File: config.mk
export PLATFORM = sky130hd
export DESIGN_NAME = led_frame_sequencer
export DESIGN_NICKNAME = d
export VERILOG_FILES = /design/src/rtl/led_frame_sequencer.sv
export SDC_FILE = /design/constraint.sdc
export NUM_CORES = 1
export LEC_CHECK = 0
export BUFFER_PORTS_ARGS = -buffer_cell sky130_fd_sc_hd__buf_2
export CAP_MARGIN = 0
export CORE_MARGIN = 1
export CORE_UTILIZATION = 30
export DETAILED_ROUTE_END_ITERATION = 6
export PLACE_DENSITY = 0.59
export RECOVER_POWER = 100
export SYNTH_ARGS = -nofsm -noshare
export SYNTH_HDL_FRONTEND = slang
export SYNTH_SLANG_ARGS = --single-unit
File: constraint.sdc
create_clock -name clk_in -period 1.9 [get_ports clk_in]
set_input_delay 0.38 -clock clk_in [delete_from_list [all_inputs] [get_ports clk_in]]
set_output_delay 0.38 -clock clk_in [all_outputs]
set_load 0.005 [all_outputs]
File: src/rtl/led_frame_sequencer.sv
// led_frame_sequencer: walks the frame buffer once per frame request, reorders each
// RGB word to GRB wire order, hands pixels to led_driver over valid/ready, then
// holds the strip-latch gap before reporting frame completion.
module led_frame_sequencer #(
   parameter int unsigned NUM_LEDS     = 16,
   parameter int unsigned READ_LATENCY = 2,
   parameter int unsigned RESET_CYCLES = 8000,
   localparam int unsigned AW          = $clog2(NUM_LEDS)
) (
   input  logic          clk_in,
   input  logic          rst_n_in,
   input  logic          start_in,
   output logic [AW-1:0] addr_out,
   input  logic [23:0]   pixel_data_in,
   output logic [23:0]   color_out,
   output logic          color_valid_out,
   input  logic          driver_ready_in,
   output logic          busy_out,
   output logic          frame_done_out
);

   // One counter serves both the read-latency wait and the latch gap.
   localparam int unsigned CNT_MAX = (RESET_CYCLES > READ_LATENCY) ? RESET_CYCLES
                                                                   : READ_LATENCY;
   localparam int unsigned CW = $clog2(CNT_MAX + 1);
   localparam logic [AW-1:0] LAST_ADDR = AW'(NUM_LEDS - 1);
   localparam logic [CW-1:0] FETCH_LAST = CW'(READ_LATENCY);
   localparam logic [CW-1:0] LATCH_LAST = CW'(RESET_CYCLES - 1);

   typedef enum logic [1:0] {StIdle, StFetch, StSend, StLatch} state_e;

   state_e        state_q, state_d;
   logic [AW-1:0] addr_q, addr_d;
   logic [23:0]   color_q, color_d;
   logic [CW-1:0] cnt_q, cnt_d;
   logic          pending_q, pending_d;
   logic          done_q, done_d;

   // State register with synchronous active-low reset.
   always_ff @(posedge clk_in) begin
      if (!rst_n_in) begin
         state_q   <= StIdle;
         addr_q    <= '0;
         color_q   <= '0;
         cnt_q     <= '0;
         pending_q <= 1'b0;
         done_q    <= 1'b0;
      end else begin
         state_q   <= state_d;
         addr_q    <= addr_d;
         color_q   <= color_d;
         cnt_q     <= cnt_d;
         pending_q <= pending_d;
         done_q    <= done_d;
      end
   end

   // Next-state logic: fetch, handshake, latch gap, and coalesced restart requests.
   always_comb begin
      state_d   = state_q;
      addr_d    = addr_q;
      color_d   = color_q;
      cnt_d     = cnt_q;
      pending_d = pending_q;
      done_d    = 1'b0;

      unique case (state_q)
         StIdle: begin
            if (start_in) begin
               addr_d  = '0;
               cnt_d   = '0;
               state_d = StFetch;
            end
         end

         StFetch: begin
            pending_d = pending_q | start_in;
            if (cnt_q == FETCH_LAST) begin
               // Buffer word is {R, G, B}; the strip expects {G, R, B}.
               color_d = {pixel_data_in[15:8], pixel_data_in[23:16], pixel_data_in[7:0]};
               state_d = StSend;
            end else begin
               cnt_d = cnt_q + CW'(1);
            end
         end

         StSend: begin
            pending_d = pending_q | start_in;
            if (driver_ready_in) begin
               cnt_d = '0;
               if (addr_q == LAST_ADDR) begin
                  state_d = StLatch;
               end else begin
                  addr_d  = addr_q + AW'(1);
                  state_d = StFetch;
               end
            end
         end

         StLatch: begin
            if (cnt_q == LATCH_LAST) begin
               done_d    = 1'b1;
               cnt_d     = '0;
               pending_d = 1'b0;
               // A start arriving on this very cycle still queues the next frame.
               if (pending_q || start_in) begin
                  addr_d  = '0;
                  state_d = StFetch;
               end else begin
                  state_d = StIdle;
               end
            end else begin
               cnt_d     = cnt_q + CW'(1);
               pending_d = pending_q | start_in;
            end
         end

         default: state_d = StIdle;
      endcase
   end

   assign addr_out        = addr_q;
   assign color_out       = color_q;
   assign color_valid_out = (state_q == StSend);
   assign busy_out        = (state_q != StIdle);
   assign frame_done_out  = done_q;

endmodule
==> reports/metrics.cfg, run 1 <==
[run_status]
status = finished, final reports clean

[place]
gp_congestion = 0.846
io_buffers = 58
place_inst = 384
dp_hpwl_um = 3720
pre_cts_slack_ns = 0.0762

[power_and_ir_drop]
clockPowerShare_pct = 33.6
netSwitchingFraction_pct = 24.6
ir_worst_vdd_mv = 0.258
total_power_w = 0.00170
power.density_mw_per_mm2 = 660
combPwrFrac_pct = 9.7
power_leakage_nw = 0.975
p_seq_share_pct = 56.7
p_int_w = 0.00128
power.switching_w = 0.000417

[sta]
finalHoldViolCount = 0
relSlewSlack_pct = 72.3
worst_slack_ns = 0.128
finalCritPeriodShare_pct = 93.3
slew_viol_final = 0
period_minus_slack_ns = 1.77
setup_viol = 0
tightest_slew_ns = 0.415
fin_skew_ns = 0.00548
tns_ns = 0
rsz0062_at_grt = no
max_freq_ghz = 0.564

[clock_network]
cts_tree = done
clock_sinks = 45
clk_path_buf_depth = 2
h-tree-depth = 2
cts-buffers-inserted = 5
root_buffer = clkbuf_8
insertion_delay_ns = 0.29
hold_buffers = 0
clk_pin_slew_ns = 0.08

[floorplanning]
std_cell_rows = 29
die_area_mm2 = 0.00724
die_h_um = 85.1
ioPinCount = 59
initial_core_util_pct = 31.9
die_x_um = 85.1
coreArea_mm2 = 0.00649

[route]
drc = 0
first_iter_violations = 96
postRouteAntennaNets = 0
viasPerCell = 5.09
wirelength_um = 5060
drtPass1Iterations = 4
routedWlPerCell_um = 12.9
vias = 1996

[critical_path]
crit_chain = ha_1 > and3_2 > a41oi_4 > or3b_1 > a31oi_1
reg2reg_from = cnt_q[1]
crit_required_ns = 2.12
critPathSlowestCell = or3b_1
crit_family = simple AND/OR/NAND/NOR gates
critical_path_depth = 5
crit_path_max_fanout = 10
rrSetupSlack_ns = 0.13
cp-start-kind = register
r2r-end = cnt_q[12]
worst-endpoint-arrival_ns = 1.99
cpPeakStageDelay_ns = 0.39
cp_num_buf_inv = 0
setup.worst_path.end_class = register
reg2reg_depth = 5
crit_type = register to register

[min_path]
hp-start = pixel_data_in[13]
holdPathEnd = color_out[21]
whs_path_depth = 3
hp-class = input port to register

[synth]
synth-seq-cells = 45
synth_fp_nets = 283
async_reset_ff_share_pct = 0
ys.flop_type = dfxtp_1
syn_inst = 252
synth_edf_count = 0
syn_avg_cell_area_um2 = 8.22
synth.yosys.warnings = 0
synth_area_mm2 = 0.00207
ys_types = 43
yosysSeqAreaShare_pct = 43.5

[grt]
grt_pass1_vias = 1868
grt_max_degree = 22
overflow = 0
antenna_found_initial = 0
grt_use_total_pct = 14.4
grt_pass1_wl_um = 8550

[final_layout]
diodes = 0
nNetsFinal = 345
drive_above_1_share_pct = 23.2
multi_input_area_mm2 = 0.00111
final_cell_count_no_fill = 392
fill_cells = 676
post-route-util_pct = 39.6
area_growth_pct = 24.4
seq_area_um2 = 901

[run]
cap_viol_max_count = 0

==> synthesized netlist by cell type, drive strengths merged, types with 2 or more instances <==
cell | number | area share (%)
nand4b | 2 | 0.85
a31oi | 3 | 0.91
o21ai | 5 | 1.2
xor2 | 4 | 1.7
and3 | 3 | 0.91
o32ai | 4 | 1.7
ha | 3 | 1.8
inv | 5 | 0.91
nor4 | 2 | 1.2
buf | 6 | 1.6
nand3b | 2 | 0.72
mux2i | 2 | 0.97
a21oi | 30 | 7.3
nor3 | 5 | 1.2
o211ai | 8 | 2.9
dfxtp | 45 | 44
and4 | 3 | 1.3
nand2b | 2 | 0.60
nor2 | 14 | 2.5
nand4 | 6 | 1.8
nand3 | 9 | 2.2
clkbuf | 8 | 1.5
a41oi | 2 | 1.8
o31ai | 7 | 2.8
nand2 | 59 | 11
==> routing by layer <==
layer / routed length, µm / share of wire [%] / global-route usage [%] / vias up
li1: - / - / - / 1026
met1: 2500 / 49 / 19.6 / 940
met2: 2400 / 47 / 23.8 / 28
met3: 129 / 2.5 / 2.43 / 2
met4: 29 / 0.57 / 3.85 / 0
met5: 0 / 0 / 0 / -
==> per-stage QoR <==
step                hold WS, ns  instance area (µm²)
floorplan                 0.448                 2070
global placement          0.435                 2490
detailed placement        0.441                 2490
CTS                       0.319                 2570
global route              0.316                 2570
finish                    0.324                 2570
==> state kept, by name (all words and copies together), names as in the netlist <==
register,flops
color_out,24
cnt_q,13
addr_out,4
state_q,2
frame_done_out,1
pending_q,1
==> worst min-delay path, cell delays in order <==
cell and delay (ns):
buf_2 0.10, nand2_1 0.04, a21oi_1 0.05
==> placed cells by master (no fill, tap or decap), types with 2 or more instances in the layout <==
cell,n
nand3b_1,2
o21ai_0,4
nand2b_1,2
buf_2,48
ha_1,3
and3_1,2
nor3_1,5
nand2_1,59
and4_1,3
inv_1,4
o31ai_1,6
nand3_1,9
clkbuf_8,5
o32ai_1,4
a21oi_1,30
nand4_1,6
mux2i_1,2
nor4_2,2
clkbuf_1,12
o211ai_1,8
a31oi_1,3
nand4b_1,2
clkbuf_2,2
xor2_1,4
nor2_1,14
buf_4,8
dfxtp_1,45
==> power groups by stage <==
| stage | Combinational [W] | Sequential (W) | Clock (W) |
|---|---|---|---|
| floorplan | 0.0000890 | 0.000983 | 0 |
| global placement | 0.000165 | 0.000986 | 0 |
| detailed placement | 0.000163 | 0.000985 | 0 |
| CTS | 0.000164 | 0.000963 | 0.000593 |
| global route | 0.000184 | 0.000965 | 0.000627 |
| finish | 0.000164 | 0.000963 | 0.000571 |
==> cell families after synthesis <==
group | count (synthesis) | synth area share, %
flops | 45 | 43.5
fa+ha+maj | 3 | 1.81
xor+xnor | 4 | 1.69
mux | 3 | 1.51
buf+inv | 19 | 3.93
simple gates | 115 | 27.5
compound gates | 63 | 20.1
==> cell type report <==
type / count / area share (%)
clock buffers: 7 / 2.96
clock inverters: 1 / 0.292
inverters: 5 / 0.729
multi-input cells: 188 / 43.0
flip-flops and latches: 45 / 35.0
well taps: 77 / 3.74
repair buffers: 69 / 14.3
==> worst max path at each step <==
stage | end | startpoint
2_1_floorplan | cnt_q[12] | cnt_q[0]
3_3_place_gp | cnt_q[9] | cnt_q[1]
3_5_place_dp | cnt_q[9] | cnt_q[1]
4_1_cts | cnt_q[9] | cnt_q[1]
5_1_grt | cnt_q[12] | cnt_q[1]
6_report | cnt_q[12] | cnt_q[1]
==> repair_timing <==
action | in CTS | in global routing
resized for setup | 0 | 3
setup endpoints to repair | 0 | 9
buffers inserted | 0 | 0
endpoints found under the hold margin | 0 | 0
Power figures use the tool's default switching activity.
==> run 2: changes to the inputs <==
--- a/config.mk
+++ b/config.mk
@@ -7,11 +7,12 @@
 export LEC_CHECK = 0
 export BUFFER_PORTS_ARGS = -buffer_cell sky130_fd_sc_hd__buf_2
 export CAP_MARGIN = 0
-export CORE_MARGIN = 1
+export CORE_MARGIN = 2
 export CORE_UTILIZATION = 30
 export DETAILED_ROUTE_END_ITERATION = 6
-export PLACE_DENSITY = 0.59
+export PLACE_DENSITY = 0.63
 export RECOVER_POWER = 100
+export SKIP_CTS_REPAIR_TIMING = 1
 export SYNTH_ARGS = -nofsm -noshare
 export SYNTH_HDL_FRONTEND = slang
 export SYNTH_SLANG_ARGS = --single-unit
==> run 2 against run 1 <==
- sequential cell count unchanged
- global-route usage fell by 1.6 points
- critical path depth did not move
- wire length down 0.99%
- sequential share of layout area down 0.26 points
- die area up 4.8%
- utilization down 0.99 points
==> reports/metrics.cfg, run 2 (synthesis gave the netlist of run 1 again) <==
[run_status]
status = finished, final reports clean

[route]
wirelength_um = 5010  ; -0.99%
drc = 0  ; unchanged
postRouteAntennaNets = 0  ; unchanged
routedWlPerCell_um = 12.7  ; -1.2%
drtPass1Iterations = 5  ; +1
viasPerCell = 5.13  ; +0.75%
first_iter_violations = 78  ; -19%
vias = 2016  ; +1.0%

[floorplanning]
initial_core_util_pct = 30.8  ; -1.1 points
die_area_mm2 = 0.00758  ; +4.8%
die_h_um = 87.1  ; +2.4%
ioPinCount = 59  ; unchanged
coreArea_mm2 = 0.00672  ; +3.4%
die_x_um = 87.1  ; +2.4%
std_cell_rows = 30  ; +3.4%

[final_layout]
fill_cells = 701  ; +3.7%
layout_common_cells = nand2_1, dfxtp_1, buf_2
final_cell_count_no_fill = 393  ; +0.26%
layout_commonest_cell = nand2_1
drive_above_1_share_pct = 20.8  ; -2.4 points
diodes = 0  ; unchanged
nNetsFinal = 343  ; -0.58%
area_growth_pct = 25.4
stdcell_area_mm2 = 0.00260  ; +0.87%
largest_reg_flops = 24  ; unchanged

[place]
place_inst = 385  ; +0.26%
dp_hpwl_um = 3610  ; -2.9%
place_area_mm2 = 0.00249  ; about the same
io_buffers = 58  ; unchanged
gp_congestion = 0.844  ; -0.20%

[min_path]
hp-class = input port to register

[clock_network]
cts-buffers-inserted = 5  ; unchanged
clk_path_buf_depth = 2  ; unchanged
cts_tree = done
clk_pin_slew_ns = 0.09  ; about the same
h-tree-depth = 2  ; unchanged
insertion_delay_ns = 0.30  ; about the same
root_buffer = clkbuf_8
clock_sinks = 45  ; unchanged

[sta]
tightest_slew_ns = 0.415  ; +0.000317 ns
setup_viol = 0  ; unchanged
slew_viol_final = 0  ; unchanged
relSlewSlack_pct = 72.2  ; about the same
max_freq_ghz = 0.553  ; -1.9%
rsz0062_at_grt = no
finalHoldViolCount = 0  ; unchanged
finalCritPeriodShare_pct = 95.1  ; +1.9 points
period_minus_slack_ns = 1.81  ; +0.0352 ns
tns_ns = 0  ; unchanged
holdWs_ns = 0.313  ; -0.0108 ns
fin_skew_ns = 0.00714  ; +0.00166 ns

[critical_path]
cp-start-kind = register
crit_required_ns = 2.13  ; about the same
worst-endpoint-arrival_ns = 2.04  ; +0.05 ns
cp_num_buf_inv = 0  ; unchanged
crit_family = simple AND/OR/NAND/NOR gates
crit_path_max_fanout = 10  ; unchanged
cpPeakStageDelay_ns = 0.39  ; about the same
critPathSlowestCell = or3b_1
setup.worst_path.end_class = register
crit_chain = ha_1 > and3_2 > a41oi_4 > or3b_1 > a31oi_1
crit_type = register to register

[grt]
grt_use_total_pct = 12.8  ; -1.6 points
grt_max_degree = 32  ; +45%
grt_pass1_wl_um = 7930  ; -7.3%
grt_pass1_vias = 1741  ; -6.8%
overflow = 0  ; unchanged
antenna_found_initial = 0  ; unchanged

[power_and_ir_drop]
ir_worst_vdd_mv = 0.286  ; +11%
power_leakage_nw = 0.960  ; -1.5%
power.density_mw_per_mm2 = 712  ; +7.9%

[run]
cap_viol_max_count = 0  ; unchanged

run 2: per-layer routing:
layer / vias to the layer above / GRT usage, % / wire length [µm]
met5: - / 0 / 0
met4: 0 / 4.12 / 70
met3: 7 / 2.27 / 192
met2: 50 / 20.3 / 2380
met1: 932 / 17.6 / 2370
li1: 1027 / - / -
run 2: worst reg2reg max path: cells and delay by family, from the launching register on:
kind / cells / cell delay [ns]
and+or+nand+nor: 2 / 0.67
AOI/OAI and AO/OA: 2 / 0.47
adders and majority gates: 1 / 0.24
DFF: 1 / 0.36
run 2: final timing paths:
| check | cells after the start | slack [ns] | start | to |
|---|---|---|---|---|
| worst max-delay path | 5 | 0.09 | cnt_q[1] | cnt_q[12] |
| worst min-delay path | 3 | 0.31 | pixel_data_in[17] | color_out[9] |
| worst max register to register | 5 | 0.09 | cnt_q[1] | cnt_q[12] |
| worst min register to register | 2 | 0.45 | color_out[18] | color_out[18] |
run 2: final cells by class:
| type | count | area (µm²) | share of cell area, % |
|---|---|---|---|
| clock buffers | 6 | 72.6 | 2.79 |
| clock inverters | 2 | 38.8 | 1.49 |
| inverters | 5 | 18.8 | 0.723 |
| multi-input cells | 188 | 1110 | 42.6 |
| flip-flops and latches | 45 | 902 | 34.7 |
| well taps | 80 | 100 | 3.85 |
| repair buffers | 67 | 358 | 13.8 |
run 2: where the power goes:
| part | internal (W) | total (W) | switching [W] |
|---|---|---|---|
| clock | 0.000395 | 0.000725 | 0.000330 |
| sequential | 0.000953 | 0.000967 | 0.0000137 |
| combinational | 0.0000662 | 0.000157 | 0.0000908 |
run 2: through the flow:
| step | util [%] | worst slack [ns] | total power [W] |
|---|---|---|---|
| 2_1_floorplan | - | 0.208 | 0.00107 |
| 6_report | 38.7 | 0.0929 | 0.00185 |
| 3_5_place_dp | 37.1 | 0.00930 | 0.00114 |
| 5_1_grt | 38.7 | 0.00451 | 0.00192 |
| 4_1_cts | 38.7 | -0.0267 | 0.00187 |
| 3_3_place_gp | 37.1 | 0.103 | 0.00114 |
